**config.mk**
```make
export PLATFORM = sky130hd
export DESIGN_NAME = frame_strobe_sequencer
export DESIGN_NICKNAME = d
export VERILOG_FILES = /design/src/rtl/frame_strobe_sequencer.sv
export SDC_FILE = /design/constraint.sdc
export NUM_CORES = 1
export LEC_CHECK = 0
export CORE_MARGIN = 4
export CORE_UTILIZATION = 45
export DETAILED_ROUTE_END_ITERATION = 12
export PLACE_DENSITY = 0.79
export SLEW_MARGIN = 5
export SYNTH_ARGS = -nofsm -noshare
export SYNTH_HDL_FRONTEND = slang
export SYNTH_SLANG_ARGS = --single-unit
```
**constraint.sdc**
```tcl
create_clock -name CLK -period 5.9 [get_ports CLK]
set_clock_uncertainty 0.1 [all_clocks]
set_input_delay 1.475 -clock CLK [delete_from_list [all_inputs] [get_ports CLK]]
set_output_delay 1.475 -clock CLK [all_outputs]
set_load 0.005 [all_outputs]
```
**src/rtl/frame_strobe_sequencer.sv**
```systemverilog
// Frame write sequencer: drives FrameData, a one-hot ColSelect and a one-hot
// FrameStrobe pulse with programmable setup/strobe/hold spacing.
module frame_strobe_sequencer #(
  parameter int MaxFramesPerCol = 20,
  parameter int FrameBitsPerRow = 32,
  parameter int NumColumns      = 8,
  parameter int FrameAddrBits   = 5,
  parameter int SetupCycles     = 1,
  parameter int StrobeCycles    = 1,
  parameter int HoldCycles      = 1,
  localparam int ColBits = (NumColumns > 1) ? $clog2(NumColumns) : 1
) (
  input  logic                       CLK,
  input  logic                       Reset,
  input  logic                       WrValid,
  output logic                       WrReady,
  input  logic [ColBits-1:0]         WrCol,
  input  logic [FrameAddrBits-1:0]   WrFrame,
  input  logic [FrameBitsPerRow-1:0] WrData,
  output logic [FrameBitsPerRow-1:0] FrameData,
  output logic [MaxFramesPerCol-1:0] FrameStrobe,
  output logic [NumColumns-1:0]      ColSelect,
  output logic                       Busy,
  output logic                       AddrErr,
  input  logic                       ErrClear,
  output logic [15:0]                FrameCount
);

  typedef enum logic [1:0] {IDLE, SETUP, STROBE, HOLD} state_t;

  localparam logic [3:0] SetupLast  = 4'(SetupCycles - 1);
  localparam logic [3:0] StrobeLast = 4'(StrobeCycles - 1);
  localparam logic [3:0] HoldLast   = 4'(HoldCycles - 1);
  localparam int unsigned ColLimit   = NumColumns;
  localparam int unsigned FrameLimit = MaxFramesPerCol;
  localparam logic [NumColumns-1:0]      ColOne    = NumColumns'(1);
  localparam logic [MaxFramesPerCol-1:0] StrobeOne = MaxFramesPerCol'(1);

  state_t                   state, state_nxt;
  logic [3:0]               phase, phase_nxt;
  logic [FrameAddrBits-1:0] frame_idx;
  logic [15:0]              frame_count;
  logic                     accept, addr_ok;
  logic                     load, strobe_on, strobe_end, release_col;

  assign WrReady    = (state == IDLE);
  assign Busy       = (state != IDLE);
  assign FrameCount = frame_count;
  assign accept     = WrValid & WrReady;
  assign addr_ok    = (32'(WrCol) < ColLimit) && (32'(WrFrame) < FrameLimit);

  always_comb begin
    state_nxt   = state;
    phase_nxt   = phase;
    load        = 1'b0;
    strobe_on   = 1'b0;
    strobe_end  = 1'b0;
    release_col = 1'b0;
    case (state)
      IDLE: begin
        if (accept && addr_ok) begin
          state_nxt = SETUP;
          phase_nxt = '0;
          load      = 1'b1;
        end
      end
      SETUP: begin
        if (phase == SetupLast) begin
          state_nxt = STROBE;
          phase_nxt = '0;
          strobe_on = 1'b1;
        end else begin
          phase_nxt = phase + 4'd1;
        end
      end
      STROBE: begin
        if (phase == StrobeLast) begin
          strobe_end = 1'b1;
          phase_nxt  = '0;
          if (HoldCycles == 0) begin
            state_nxt   = IDLE;
            release_col = 1'b1;
          end else begin
            state_nxt = HOLD;
          end
        end else begin
          phase_nxt = phase + 4'd1;
        end
      end
      HOLD: begin
        if (phase == HoldLast) begin
          state_nxt   = IDLE;
          phase_nxt   = '0;
          release_col = 1'b1;
        end else begin
          phase_nxt = phase + 4'd1;
        end
      end
      default: begin
        state_nxt = IDLE;
        phase_nxt = '0;
      end
    endcase
  end

  always_ff @(posedge CLK or posedge Reset) begin
    if (Reset) begin
      state <= IDLE;
      phase <= '0;
    end else begin
      state <= state_nxt;
      phase <= phase_nxt;
    end
  end

  // Strobe is registered one edge ahead so it is high exactly during STROBE.
  always_ff @(posedge CLK or posedge Reset) begin
    if (Reset) begin
      FrameData   <= '0;
      ColSelect   <= '0;
      FrameStrobe <= '0;
      frame_idx   <= '0;
      frame_count <= '0;
    end else begin
      if (load) begin
        FrameData <= WrData;
        ColSelect <= ColOne << WrCol;
        frame_idx <= WrFrame;
      end
      if (release_col) ColSelect <= '0;
      if (strobe_on) FrameStrobe <= StrobeOne << frame_idx;
      if (strobe_end) begin
        FrameStrobe <= '0;
        frame_count <= frame_count + 16'd1;
      end
    end
  end

  always_ff @(posedge CLK or posedge Reset) begin
    if (Reset)                    AddrErr <= 1'b0;
    else if (accept && !addr_ok)  AddrErr <= 1'b1;
    else if (ErrClear)            AddrErr <= 1'b0;
  end

endmodule
```
# Yosys cells after proc, flatten, opt, wreduce, memory -nomap -nowiden
# Cells that the tools add are included.
# word_totals
elab_cells,52
inputBits,44
out_inout_bits,79
ff_bits,88
# op_classes
n_bitwise,1
shift,2
n_reduce_logical,11
n_mux,20
magnitude_cmp,1
addsub,2
eq_ne,7
# op_table
op,count
20-bit two-way mux,2
1-bit by 5-bit << shifter with 20-bit output (first input constant),1
16-bit by 1-bit adder with 16-bit output (second input constant),1
8-bit two-way mux,2
1-bit two-way mux,8
2-bit two-way mux,4
4-bit two-way mux,2
2-bit one-hot mux with 4 select lines,1
4-bit one-hot mux with 2 select lines,1
2-bit nonzero test,4
1-bit by 3-bit << shifter with 8-bit output (first input constant),1
2-bit inequality test (second input constant),3
5-bit less-than comparator (second input constant),1
4-bit by 1-bit adder with 4-bit output (second input constant),1
2-bit equality test (second input constant),2
4-bit zero test,1
4-bit AND reduction,1
3-bit OR reduction,1
2-bit by 1-bit equality test with 1-bit output (second input constant),1
1-bit logical AND,2
2-bit zero test,1
2-bit by 1-bit inequality test with 1-bit output (second input constant),1
1-bit bitwise AND,1
1-bit zero test,1

# Longest topological paths before layout
# Gate-level depths: netlist of the first run.
# logic_depth
ltp_word,7
depth_mapped,8
depth_no_buf,6

# Worst setup path after synthesis of the first run
# No wires, ideal clock.
# synth_path
path_type,input to register
startpoint,input port WrFrame[2]
endpoint,register ColSelect[1]
path_buffers,0
slack_ns,3.320
setup_time_ns,0.078
arrival_time_ns,2.403
stages,4
required_ns,5.722
cell_sequence,o21ai_2 -> nand3_2 -> or4b_1 -> a21oi_1
# synth_between
elab_chain_len,5
# synth_lines
element,line,text
start: declaration,18,"input logic [FrameAddrBits-1:0] WrFrame,"
5-bit less-than comparator,50,assign addr_ok = (32'(WrCol) < ColLimit) && (32'(WrFrame) < FrameLimit);
1-bit logical AND,61,if (accept && addr_ok) begin
1-bit two-way mux,61,
1-bit two-way mux,59,case (state)
2-bit nonzero test (no source line),-,
end signal: assignment,127,ColSelect <= ColOne << WrCol;
end: declaration,22,"output logic [NumColumns-1:0] ColSelect,"
# No other way between the ends.
# A chain may end at the register's enable or synchronous reset.

# Worst setup path in the final report of the first run
# Same ends and word-level chain as after synthesis.

==> results of run 1 <==
-- critical path, delay by kind of cell --
family          cells  cell delay (ns)
simple gates        2             1.39
buf+inv             1             0.46
compound gates      2             0.42
-- logic make-up (layout without fill, tap and decap cells) --
logic type | after synthesis | count (layout) | synth area share (%)
AO/OA/AOI/OAI | 41 | 41 | 7.53
XOR/XNOR | 15 | 15 | 3.71
adder cells (fa/ha/maj) | 8 | 8 | 2.68
buffers and inverters | 27 | 147 | 3.21
flip-flops | 88 | 88 | 58.9
multiplexers | 3 | 3 | 0.870
AND/OR/NAND/NOR | 188 | 188 | 23.1
-- metrics by stage --
stage	total power [mW]	std cells	setup WS [ns]
CTS	2.32	592	2.27
floorplan	1.39	370	2.05
global route	2.46	592	2.11
global placement	1.86	578	1.99
finish	2.29	592	2.29
detailed placement	1.90	578	1.91
-- registers in the layout (all words and copies together) (netlist names) --
name         count
AddrErr          1
ColSelect        8
FrameCount      16
FrameData       32
FrameStrobe     20
frame_idx        5
phase            4
state            2
-- layout make-up --
| cell class | count | share of cell area [%] |
|---|---|---|
| Clock inverter | 3 | 0.815 |
| Sequential cell | 88 | 42.2 |
| Multi-Input combinational cell | 255 | 27.3 |
| Inverter | 10 | 0.743 |
| Tap cell | 102 | 2.45 |
| Timing Repair Buffer | 123 | 23.5 |
| Clock buffer | 11 | 2.90 |
-- placed cells by master (no fill, tap or decap), types with 3 or more instances in the layout --
| cell type | count |
|---|---|
| nand4b_1 | 3 |
| o31ai_1 | 7 |
| clkbuf_8 | 11 |
| o21ai_1 | 3 |
| inv_1 | 9 |
| o21ai_0 | 9 |
| or4b_1 | 3 |
| nand4_1 | 5 |
| nand3b_1 | 3 |
| a32o_1 | 4 |
| nand2_1 | 139 |
| dfrtp_1 | 88 |
| clkdlybuf4s50_1 | 122 |
| ha_1 | 8 |
| nor2_1 | 8 |
| nand3_1 | 6 |
| nor3_1 | 3 |
| a21oi_1 | 8 |
| xnor2_1 | 12 |
-- path summary, 6_finish.rpt --
check / startpoint / depth (start not counted) / end
max: WrFrame[2] / 5 / ColSelect[1]$_DFFE_PP0P_
min: FrameData[17]$_DFFE_PP0P_ / 2 / FrameData[17]$_DFFE_PP0P_
max reg2reg: state[0]$_DFFE_PP0P_ / 5 / ColSelect[1]$_DFFE_PP0P_
min reg2reg: FrameData[17]$_DFFE_PP0P_ / 2 / FrameData[17]$_DFFE_PP0P_
max in group asynchronous: Reset / 3 / FrameData[30]$_DFFE_PP0P_
min in group asynchronous: Reset / 2 / FrameCount[6]$_DFFE_PP0P_
-- layer usage --
layer,part of all wire [%],vias to the layer above
li1,-,1453
met1,43,1425
met2,50,91
met3,5.6,8
met4,1.1,0
met5,0,-
-- synthesized netlist by cell type, types with 2 or more instances --
master	n	share of area [%]
a21oi_1	8	1.1
a32o_1	4	1.1
and3_1	2	0.33
and4_1	2	0.47
buf_2	9	1.2
clkbuf_1	7	0.70
dfrtp_1	88	59
ha_1	8	2.7
inv_1	10	1.0
mux2_2	2	0.60
nand2_1	139	14
nand3_1	6	0.80
nand3_2	2	0.54
nand3b_1	3	0.60
nand4_1	5	0.84
nand4b_1	3	0.70
nor2_1	8	0.80
nor2b_1	3	0.50
nor3_1	3	0.40
nor4_1	2	0.33
o21ai_0	9	1.2
o21ai_1	3	0.40
o21ai_2	2	0.47
o31ai_1	7	1.4
o41ai_1	2	0.47
or4b_1	3	0.80
xnor2_1	12	2.8
xor2_1	2	0.47
-- power groups by stage --
stage	Clock, mW	Sequential (mW)	Combinational [mW]
5_1_grt	0.447	0.997	1.01
3_5_place_dp	0	0.977	0.928
2_1_floorplan	0	0.955	0.430
4_1_cts	0.420	0.969	0.931
3_3_place_gp	0	0.967	0.891
6_report	0.410	0.968	0.912
==> metrics.yaml, run 1 <==
logic_synthesis:
  syn_area_um2: 3740
  yosys_warnings: 0
  synth_seq_cells: 88
  ys_seq_area_share_pct: 58.9
  syn_avg_cell_area_um2: 10.1
  synth_cell_types: 44
  ys.flop_type: "dfrtp_1"
  synthCells: 370
  synth.net_count: 422
  synthArstFlopShare_pct: 100
  synth-edff-count: 0
routing:
  drt-initial-drc-count: 82
  antenna_left: 0
  drc_errors: 0
  vias_per_cell: 5.03
  drt_pre_antenna_iters: 5
  wirelength_mm: 8.76
  wire_per_inst_um: 14.8
  vias: 2977
job:
  max_cap_viol_count: 0
cells_and_area:
  final_util_pct: 66.1
  final_area_um2: 5220
  diodes: 0
  fin_nets: 539
  multi_input_area_um2: 1430
  drive_gt1_share_pct: 6.12
  n_fill_cell: 641
  synthToLayoutAreaGrowth_pct: 39.5
  seqCellArea_um2: 2200
power_and_ir_drop:
  power_frac_seq_pct: 42.3
  peakVddDrop_mv: 0.209
  p_clk_share_pct: 17.9
  internal-power_mw: 1.52
  p_leak_nw: 2.37
  p_per_area_nw_per_um2: 439
  switching_share_pct: 33.6
  p_switching_mw: 0.769
  combPwrFrac_pct: 39.8
clocking:
  ctsLongestPathBuffers: 2
  cts_hold_buf: 0
  cts_tree: "built"
  cts_root_buf: "clkbuf_8"
  post_cts_buffers: 0
  numCtsBuffers: 9
  worstSkewPairLatency_ns: 0.33
  cts_sinks: 88
  clk_pin_slew_ns: 0.07
  cts_htree_levels: 3
  cts.repair.resized: 0
grt:
  gr-usage-met3_pct: 3.23
  grt_antenna_before_repair: 0
  grt_overflow: 0
  grt_pass1_vias: 3044
  grt_pass1_wl_mm: 14.3
  grtUsageTotal_pct: 17.9
  use_met1_pct: 22.8
  top_usage_layer: "met2"
  grt_max_degree: 56
  grt.met2_usage_pct: 30.6
timing:
  setup_viol: 0
  hold_ws_ns: 0.375
  tns_ns: 0
  rsz0062_at_grt: "no"
  tightest_slew_ns: 1.12
  slew_headroom_pct: 25.5
  fmax_mhz: 277
  min_period_ns: 3.61
  finalCritPeriodShare_pct: 61.1
  hold_viol: 0
  report.final.slew_viol_count: 0
die:
  ioPinCount: 123
  core_area_um2: 7890
  rows: 32
  die-height_um: 99.2
  die_w_um: 99.2
  start_util_pct: 47.4
  dieArea_um2: 9840
critical_path:
  crit_type: "input pin to flip-flop"
  worstPathArrival_ns: 3.76
  worstSetupStartpointType: "input pin"
  critPathMaxStageDelay_ns: 0.73
  worst-path-max-fanout: 43
  r2r_slack_ns: 3.39
  cp.required_ns: 6.05
  end_kind: "flip-flop"
  path_cells: "clkdlybuf4s50_1 > o21ai_2 > nand3_2 > or4b_1 > a21oi_1"
  critPathSlowestCell: "or4b_1"
outcome:
  status: "finished, final reports clean"
placed_design:
  routabilityCongestion: 0.776
  io_buffer_count: 122
  dp_hpwl_mm: 6.38
  post_dp_cell_area_um2: 5020
worst_hold_path:
  hold_class: "flip-flop to flip-flop"
No activity file was read; power rests on OpenSTA's default activity.
==> inputs of run 2 (changes only) <==
==> constraint.sdc (replaced) <==
create_clock -name CLK -period 3.5 [get_ports CLK]
set_clock_uncertainty 0.1 [all_clocks]
set_input_delay 0.875 -clock CLK [delete_from_list [all_inputs] [get_ports CLK]]
set_output_delay 0.875 -clock CLK [all_outputs]
set_load 0.005 [all_outputs]
==> metrics.yaml, run 2 (same netlist as run 1, synthesis figures left out) <==
timing:
  setup_viol: 0
  tightest_slew_ns: 1.09
  slew_headroom_pct: 27.2
  fmax_mhz: 373
  rsz0062_at_grt: "no"
  min_period_ns: 2.68
  hold_viol: 0
  tns_ns: 0
  report.final.slew_viol_count: 0
  finalCritPeriodShare_pct: 76.5
routing:
  routedLengthMet1_mm: 3.80
  wirelength_mm: 8.85
  vias_per_cell: 5.14
  drc_errors: 0
  route.met2.wl_mm: 4.48
  route.met3.wl_um: 402
  top_layer_used: "met4"
  wire_per_inst_um: 14.8
  drt_pre_antenna_iters: 5
  drt-initial-drc-count: 100
  vias: 3062
  antenna_left: 0
grt:
  grt_pass1_wl_mm: 14.6
  grt_pass1_vias: 3082
  grt_antenna_before_repair: 0
  grt_overflow: 0
  grt_max_degree: 57
  grtUsageTotal_pct: 18.1
cells_and_area:
  largest-register: "FrameData"
  final_area_um2: 5210
  largest_reg_flops: 32
  fin_nets: 542
  diodes: 0
  final_util_pct: 66.1
  layout.cells.most_common: "nand2_1"
  drive_gt1_share_pct: 6.48
  synthToLayoutAreaGrowth_pct: 39.3
  final_cell_mix: "nand2_1, clkdlybuf4s50_1, dfrtp_1, xnor2_1"
die:
  die_w_um: 99.2
  dieArea_um2: 9840
  die-height_um: 99.2
  ioPinCount: 123
  start_util_pct: 47.4
  rows: 32
  core_area_um2: 7890
power_and_ir_drop:
  switching_share_pct: 34.6
  p_leak_nw: 2.37
  total_power_mw: 3.77
  p_switching_mw: 1.30
  power_frac_seq_pct: 43.4
  internal-power_mw: 2.47
  p_per_area_nw_per_um2: 723
  p_clk_share_pct: 15.5
  combPwrFrac_pct: 41.1
  peakVddDrop_mv: 0.340
critical_path:
  critPathSlowestCell: "clkdlybuf4s50_1"
  cpMostUsedCell: "inv_1"
  path_cells: "inv_1 > ha_1 > inv_1 > clkdlybuf4s50_1"
  end_kind: "primary output"
  worst-path-max-fanout: 4
  crit_type: "flip-flop to primary output"
  worstPathArrival_ns: 1.70
  critPathMaxStageDelay_ns: 0.51
  r2r_slack_ns: 1.15
  cp.required_ns: 2.52
  worstSetupStartpointType: "flip-flop"
placed_design:
  routabilityCongestion: 0.800
  io_buffer_count: 122
  dp_hpwl_mm: 6.46
  post_dp_cell_area_um2: 5060
clocking:
  cts_hold_buf: 0
  worstSkewPairLatency_ns: 0.34
  cts_sinks: 88
  ctsLongestPathBuffers: 2
  cts_tree: "built"
  cts_root_buf: "clkbuf_8"
  numCtsBuffers: 9
  clk_pin_slew_ns: 0.08
  cts.repair.resized: 0
  cts_htree_levels: 3
  post_cts_buffers: 0
outcome:
  status: "finished, final reports clean"
job:
  max_cap_viol_count: 0
worst_hold_path:
  hold_class: "flip-flop to flip-flop"
## run 2: cell types whose count changed in the layout (fill, tap and decap cells not counted)
cell / before / now
bufinv_16: 1 / 0
clkinv_2: 2 / 4
buf_12: 0 / 1
clkbuf_8: 11 / 9
clkbuf_1: 0 / 2
buf_4: 1 / 3
## run 2: metrics by stage
step	hold WS, ns	std cells	setup slack, ns
floorplan	0.367	370	0.246
global placement	0.358	581	0.899
detailed placement	0.362	581	0.809
CTS	0.383	596	0.791
global route	0.406	596	0.732
finish	0.379	596	0.821
## run 2: worst paths after layout
check | cells after the start | end | from
max in group asynchronous | 3 | FrameCount[12]$_DFFE_PP0P_ | Reset
hold reg to reg | 2 | FrameData[8]$_DFFE_PP0P_ | FrameData[8]$_DFFE_PP0P_
min in group asynchronous | 2 | FrameData[20]$_DFFE_PP0P_ | Reset
setup reg to reg | 5 | FrameStrobe[4]$_DFFE_PP0P_ | state[0]$_DFFE_PP0P_
setup / recovery | 4 | Busy | state[0]$_DFFE_PP0P_
hold / removal | 2 | FrameData[8]$_DFFE_PP0P_ | FrameData[8]$_DFFE_PP0P_
## run 2: routing by layer
layer / global-route usage (%) / up-vias
met5: 0 / -
met4: 7.35 / 0
met3: 2.52 / 13
met2: 30.8 / 86
met1: 23.2 / 1503
li1: - / 1460
## run 2: area by class of cell
cell class                      count  area, um2
Inverter                           10       38.8
Multi-Input combinational cell    255       1430
Timing Repair Buffer              126       1260
Sequential cell                    88       2200
Clock buffer                       11        131
Tap cell                          102        128
Fill cell                         653       2680
Clock inverter                      4       22.5
## run 2: critical path: cells and delay by family (launching register included)
kind	cells	cell delay (ns)
fa+ha+maj	1	0.26
flops	1	0.38
buf+inv	3	0.72
## run 2: power groups by stage
stage               Clock [mW]  Combinational [mW]  Sequential, mW
CTS                      0.603                1.58            1.64
global placement             0                1.51            1.63
detailed placement           0                1.57            1.65
global route             0.643                1.72            1.69
floorplan                    0               0.725            1.61
finish                   0.585                1.55            1.63
